`src/rtl/uart_tx_feeder_pkg.sv`:
```
// Shared definitions for the UART transmit path: byte width and feeder FSM states.
package uart_tx_feeder_pkg;

  localparam int unsigned ByteW = 8;

  typedef enum logic [1:0] {
    StIdle     = 2'd0,
    StWaitAck  = 2'd1,
    StWaitDone = 2'd2,
    StWaitIdle = 2'd3
  } feeder_state_e;

endpackage

```
`src/rtl/uart_sync_fifo.sv`:
```
// Synchronous FIFO with registered full/empty/level; storage is not reset.
module uart_sync_fifo #(
  parameter int unsigned Depth = 16,
  parameter int unsigned Width = 8,
  localparam int unsigned PtrW = $clog2(Depth),
  localparam int unsigned LvlW = PtrW + 1
) (
  input  logic             clk_i,
  input  logic             rst_ni,
  input  logic             push_i,
  input  logic [Width-1:0] wdata_i,
  input  logic             pop_i,
  output logic [Width-1:0] rdata_o,
  output logic             full_o,
  output logic             empty_o,
  output logic [LvlW-1:0]  level_o
);

  logic [Width-1:0] mem_q [Depth];
  logic [PtrW-1:0]  wr_ptr_q, rd_ptr_q;
  logic [LvlW-1:0]  level_q, level_d;
  logic             full_q, empty_q;
  logic             push_ok, pop_ok;

  // A push while full is dropped even if a pop happens in the same cycle.
  assign push_ok = push_i & ~full_q;
  assign pop_ok  = pop_i & ~empty_q;

  always_comb begin
    level_d = level_q;
    case ({push_ok, pop_ok})
      2'b10:   level_d = level_q + 1'b1;
      2'b01:   level_d = level_q - 1'b1;
      default: level_d = level_q;
    endcase
  end

  always_ff @(posedge clk_i) begin
    if (!rst_ni) begin
      wr_ptr_q <= '0;
      rd_ptr_q <= '0;
      level_q  <= '0;
      full_q   <= 1'b0;
      empty_q  <= 1'b1;
    end else begin
      if (push_ok) wr_ptr_q <= wr_ptr_q + 1'b1;
      if (pop_ok)  rd_ptr_q <= rd_ptr_q + 1'b1;
      level_q <= level_d;
      full_q  <= (level_d == LvlW'(Depth));
      empty_q <= (level_d == '0);
    end
  end

  always_ff @(posedge clk_i) begin
    if (push_ok) mem_q[wr_ptr_q] <= wdata_i;
  end

  assign rdata_o = mem_q[rd_ptr_q];
  assign full_o  = full_q;
  assign empty_o = empty_q;
  assign level_o = level_q;

endmodule

```
`src/rtl/uart_tx_feeder.sv`:
```
// Buffers host bytes and hands them to the 8N1 serializer one shift pulse at a time,
// pacing on the serializer's busy flag.
module uart_tx_feeder
  import uart_tx_feeder_pkg::*;
#(
  parameter int unsigned DEPTH       = 16,
  parameter int unsigned ACK_TIMEOUT = 4,
  localparam int unsigned LvlW = $clog2(DEPTH) + 1,
  localparam int unsigned CntW = $clog2(ACK_TIMEOUT)
) (
  input  logic             ser_ck,
  input  logic             ser_rst_n,
  input  logic             wr_en,
  input  logic [ByteW-1:0] wr_data,
  output logic             full,
  output logic             empty,
  output logic [LvlW-1:0]  level,
  output logic             overflow,
  output logic             ack_err,
  input  logic             err_clr,
  output logic             shift,
  output logic [ByteW-1:0] shift_data,
  input  logic             ser_busy,
  output logic             tx_active
);

  feeder_state_e    state_q;
  logic [CntW-1:0]  cnt_q;
  logic             shift_q, overflow_q, ack_err_q;
  logic [ByteW-1:0] shift_data_q, fifo_rdata;
  logic             pop, ack_timeout;

  uart_sync_fifo #(
    .Depth (DEPTH),
    .Width (ByteW)
  ) u_fifo (
    .clk_i   (ser_ck),
    .rst_ni  (ser_rst_n),
    .push_i  (wr_en),
    .wdata_i (wr_data),
    .pop_i   (pop),
    .rdata_o (fifo_rdata),
    .full_o  (full),
    .empty_o (empty),
    .level_o (level)
  );

  assign pop         = (state_q == StIdle) && !empty && !ser_busy;
  assign ack_timeout = (state_q == StWaitAck) && !ser_busy &&
                       (cnt_q == CntW'(ACK_TIMEOUT - 1));

  // Out of reset we wait for busy low: the serializer may still be mid-frame.
  always_ff @(posedge ser_ck) begin
    if (!ser_rst_n) begin
      state_q      <= StWaitIdle;
      cnt_q        <= '0;
      shift_q      <= 1'b0;
      shift_data_q <= '0;
    end else begin
      shift_q <= 1'b0;
      case (state_q)
        StIdle: begin
          if (pop) begin
            shift_q      <= 1'b1;
            shift_data_q <= fifo_rdata;
            cnt_q        <= '0;
            state_q      <= StWaitAck;
          end
        end
        StWaitAck: begin
          if (ser_busy)         state_q <= StWaitDone;
          else if (ack_timeout) state_q <= StIdle;
          else                  cnt_q   <= cnt_q + 1'b1;
        end
        StWaitDone, StWaitIdle: begin
          if (!ser_busy) state_q <= StIdle;
        end
        default: state_q <= StIdle;
      endcase
    end
  end

  // Error sets take priority over a same-cycle clear.
  always_ff @(posedge ser_ck) begin
    if (!ser_rst_n) begin
      overflow_q <= 1'b0;
      ack_err_q  <= 1'b0;
    end else begin
      if (err_clr) begin
        overflow_q <= 1'b0;
        ack_err_q  <= 1'b0;
      end
      if (wr_en && full) overflow_q <= 1'b1;
      if (ack_timeout)   ack_err_q  <= 1'b1;
    end
  end

  assign shift      = shift_q;
  assign shift_data = shift_data_q;
  assign overflow   = overflow_q;
  assign ack_err    = ack_err_q;
  assign tx_active  = (level != '0) || (state_q != StIdle) || ser_busy;

endmodule

```
`config.mk`:
```
export PLATFORM = sky130hd
export DESIGN_NAME = uart_tx_feeder
export DESIGN_NICKNAME = d
export VERILOG_FILES = /design/src/rtl/uart_tx_feeder_pkg.sv /design/src/rtl/uart_sync_fifo.sv /design/src/rtl/uart_tx_feeder.sv
export SDC_FILE = /design/constraint.sdc
export NUM_CORES = 1
export LEC_CHECK = 0
export CAP_MARGIN = 20
export CORE_UTILIZATION = 35
export CTS_BUF_LIST = sky130_fd_sc_hd__clkbuf_4
export CTS_CLUSTER_SIZE = 12
export DETAILED_ROUTE_END_ITERATION = 10
export GPL_ROUTABILITY_DRIVEN = 0
export HOLD_SLACK_MARGIN = 0.05
export PLACE_DENSITY = 0.54
export SYNTH_ARGS = -nofsm -noshare
export SYNTH_HDL_FRONTEND = slang
export SYNTH_SLANG_ARGS = --single-unit
```
`constraint.sdc`:
```
create_clock -name ser_ck -period 3.8 [get_ports ser_ck]
set_input_delay 0.76 -clock ser_ck [delete_from_list [all_inputs] [get_ports ser_ck]]
set_output_delay 0.76 -clock ser_ck [all_outputs]
set_load 0.03 [all_outputs]
```
==> out/qor.csv <==
metric,value,unit
final_core_util,0.4161,
grt.busiest_layer,met2,
grt_pass1_wl,19680,microns
antenna_found_initial,0,
num-fill-cells,1590,
final_cell_mix,"edfxtp_1, mux4_2, nor2_1, clkdlybuf4s50_1, dfxtp_1",
core_area,17420,sq um
vias,3324,
relSlewSlack,0.4808,
tns,0,ps
die_y,136.0,microns
total_power,3.076,mW
ant_nets,0,
cap_viol_max_count,0,
ys_ff_latch,158,
clk_latency,530,ps
p_leak,2.344,nW
grt_pass1_vias,3407,
ys_warn_count,0,
post-place-ws,175.1,ps
drv_slew,0,
drtIter0Drc,210,
cp.required,4230,ps
start_kind,input port,
final_common_cell,edfxtp_1,
status,completed,
muxShareOfSynthArea,0.1195,
finalSetupViolCount,0,
worstMarginPinSlew,777.2,ps
syn_area,6281,sq um
num_rows,48,
cts.sinks,158,
fin_crit,3094,ps
wirelength,12570,microns
num_antenna_cells,0,
hold_violations,0,
drc,0,
syn_area_per_cell,16.98,sq um
fin_nets,442,
synth_edf_count,128,
dr.pass1.iters,4,
post-dp-hpwl,8185,microns
globalRoute.totalOverflow,0,
cts_resized,0,
syn-num-nets,391,
placed_cells,627,
numCtsBuffers,17,
post_cts_buffers,0,
hold_path.class,reg -> reg,
met2_usage,0.2455,
grt_max_degree,19,
ios,32,
synthCells,370,
drive_above_1_share,0.2102,
grtUsageMet3,0.03990,
fin_skew,19.37,ps
period_share,0.8142,
start_util,0.3606,
clkTransAtPathRegs,130,ps
rsz0062_at_grt,no,
async_reset_ff_frac,0,
fin_cells,658,
synth_xor_area_frac,0.01753,
die_w,136.0,microns
multi_input_area,1694,sq um
critPathArrivalTime,3530,ps
area_delta_synth_final,15.38,%
max-vdd-ir-drop,0.1623,mV
seq_area,4446,sq um
synth_compound_area_frac,0.05359,
vias_per_cell,5.052,
setup_ws,706.1,ps
yosysSeqAreaShare,0.7076,
grt_use_met1,0.1939,
io_buffers,31,
cts_tree,built,
clk_path_buf_depth,2,
synthFlopType,edfxtp_1,
critPathCaptureType,register,
synth_fa_ha_area_frac,0.01594,
synthSimpleGateAreaFrac,0.06315,
synth_top_family_by_area,multiplexers,
crit_type,in -> reg,
wire_per_inst,19.11,microns
dieArea,18490,sq um
ys_types,46,
cts_hold_buffers,0,
path_max_fanout,13,
max_freq,323.2,MHz
htree_levels,4,
grt_usage,0.1488,
power_density,424.4,nW/um^2
root_buffer,clkbuf_4,
[logic make-up (layout without fill, tap and decap cells)]
group,count (synthesis),count (layout)
xor gates and xnor gates,11,11
adders and majority gates,8,8
DFF,158,158
buffers and inverters,30,93
AOI/OAI and AO/OA,46,46
muxes,35,35
and+or+nand+nor,82,82
[flip-flops by register name, summed over array words and instances, names as in the netlist, 2 cells and up]
| name | cells |
|---|---|
| u_fifo.wr_ptr_q | 4 |
| shift_data | 8 |
| state_q | 2 |
| u_fifo.rd_ptr_q | 4 |
| u_fifo.mem_q | 128 |
| u_fifo.level_o | 5 |
| cnt_q | 2 |
[path summary, 6_finish.rpt]
check / from / to / slack (ps) / cells after the start
setup reg to reg: state_q[1] / u_fifo.full_o / 940 / 9
hold / removal: shift_data[0] / shift_data[0] / 480 / 2
hold reg to reg: shift_data[0] / shift_data[0] / 480 / 2
setup / recovery: ser_busy / u_fifo.full_o / 710 / 10
[through the flow]
stage               instance area, sq um  hold WS, ps
finish                              7247        480.5
global route                        7247        503.4
CTS                                 7247        487.9
detailed placement                  6959        468.4
global placement                    6959        461.8
floorplan                           6281        458.5
[power by group]
group / internal, mW / total (mW) / switching, mW / leakage, nW
clock network: 0.400 / 1.01 / 0.605 / 0.147
logic: 0.0652 / 0.156 / 0.0905 / 0.796
registers: 1.89 / 1.92 / 0.0210 / 1.40
total: 2.36 / 3.08 / 0.716 / 2.34
[synthesized netlist by cell type, types with 8 or more instances]
| library cell | number | share of area |
|---|---|---|
| edfxtp_1 | 128 | 0.61 |
| mux4_2 | 32 | 0.11 |
| nor2_1 | 31 | 0.019 |
| dfxtp_1 | 30 | 0.096 |
| clkbuf_1 | 14 | 0.0084 |
| nand2_1 | 14 | 0.0084 |
| nand3_1 | 11 | 0.0088 |
| nor3_1 | 9 | 0.0072 |
| a221oi_1 | 8 | 0.011 |
| a22o_1 | 8 | 0.011 |
| ha_1 | 8 | 0.016 |
[layer usage]
metal  vias up  part of all wire
met1      1688              0.45
met5         -                 0
li1       1558                 -
met2        70              0.50
met3         8             0.046
met4         0            0.0078
[final cells by class]
class | instances | share of cell area
tap | 225 | 0.03885
inverter | 8 | 0.005870
sequential | 158 | 0.6134
multi-input combinational | 182 | 0.2338
clock inverter | 14 | 0.02210
clock buffer | 17 | 0.01761
timing repair buffer | 54 | 0.06837
[critical path, cell delays in order]
cell,delay (ps)
clkdlybuf4s50_1,500
or4_4,450
buf_4,210
clkinv_8,70
ha_1,240
nor3b_1,210
a41oi_1,70
o31a_1,300
or3_4,360
a2111oi_2,340
(Power assumes the default switching activity.)
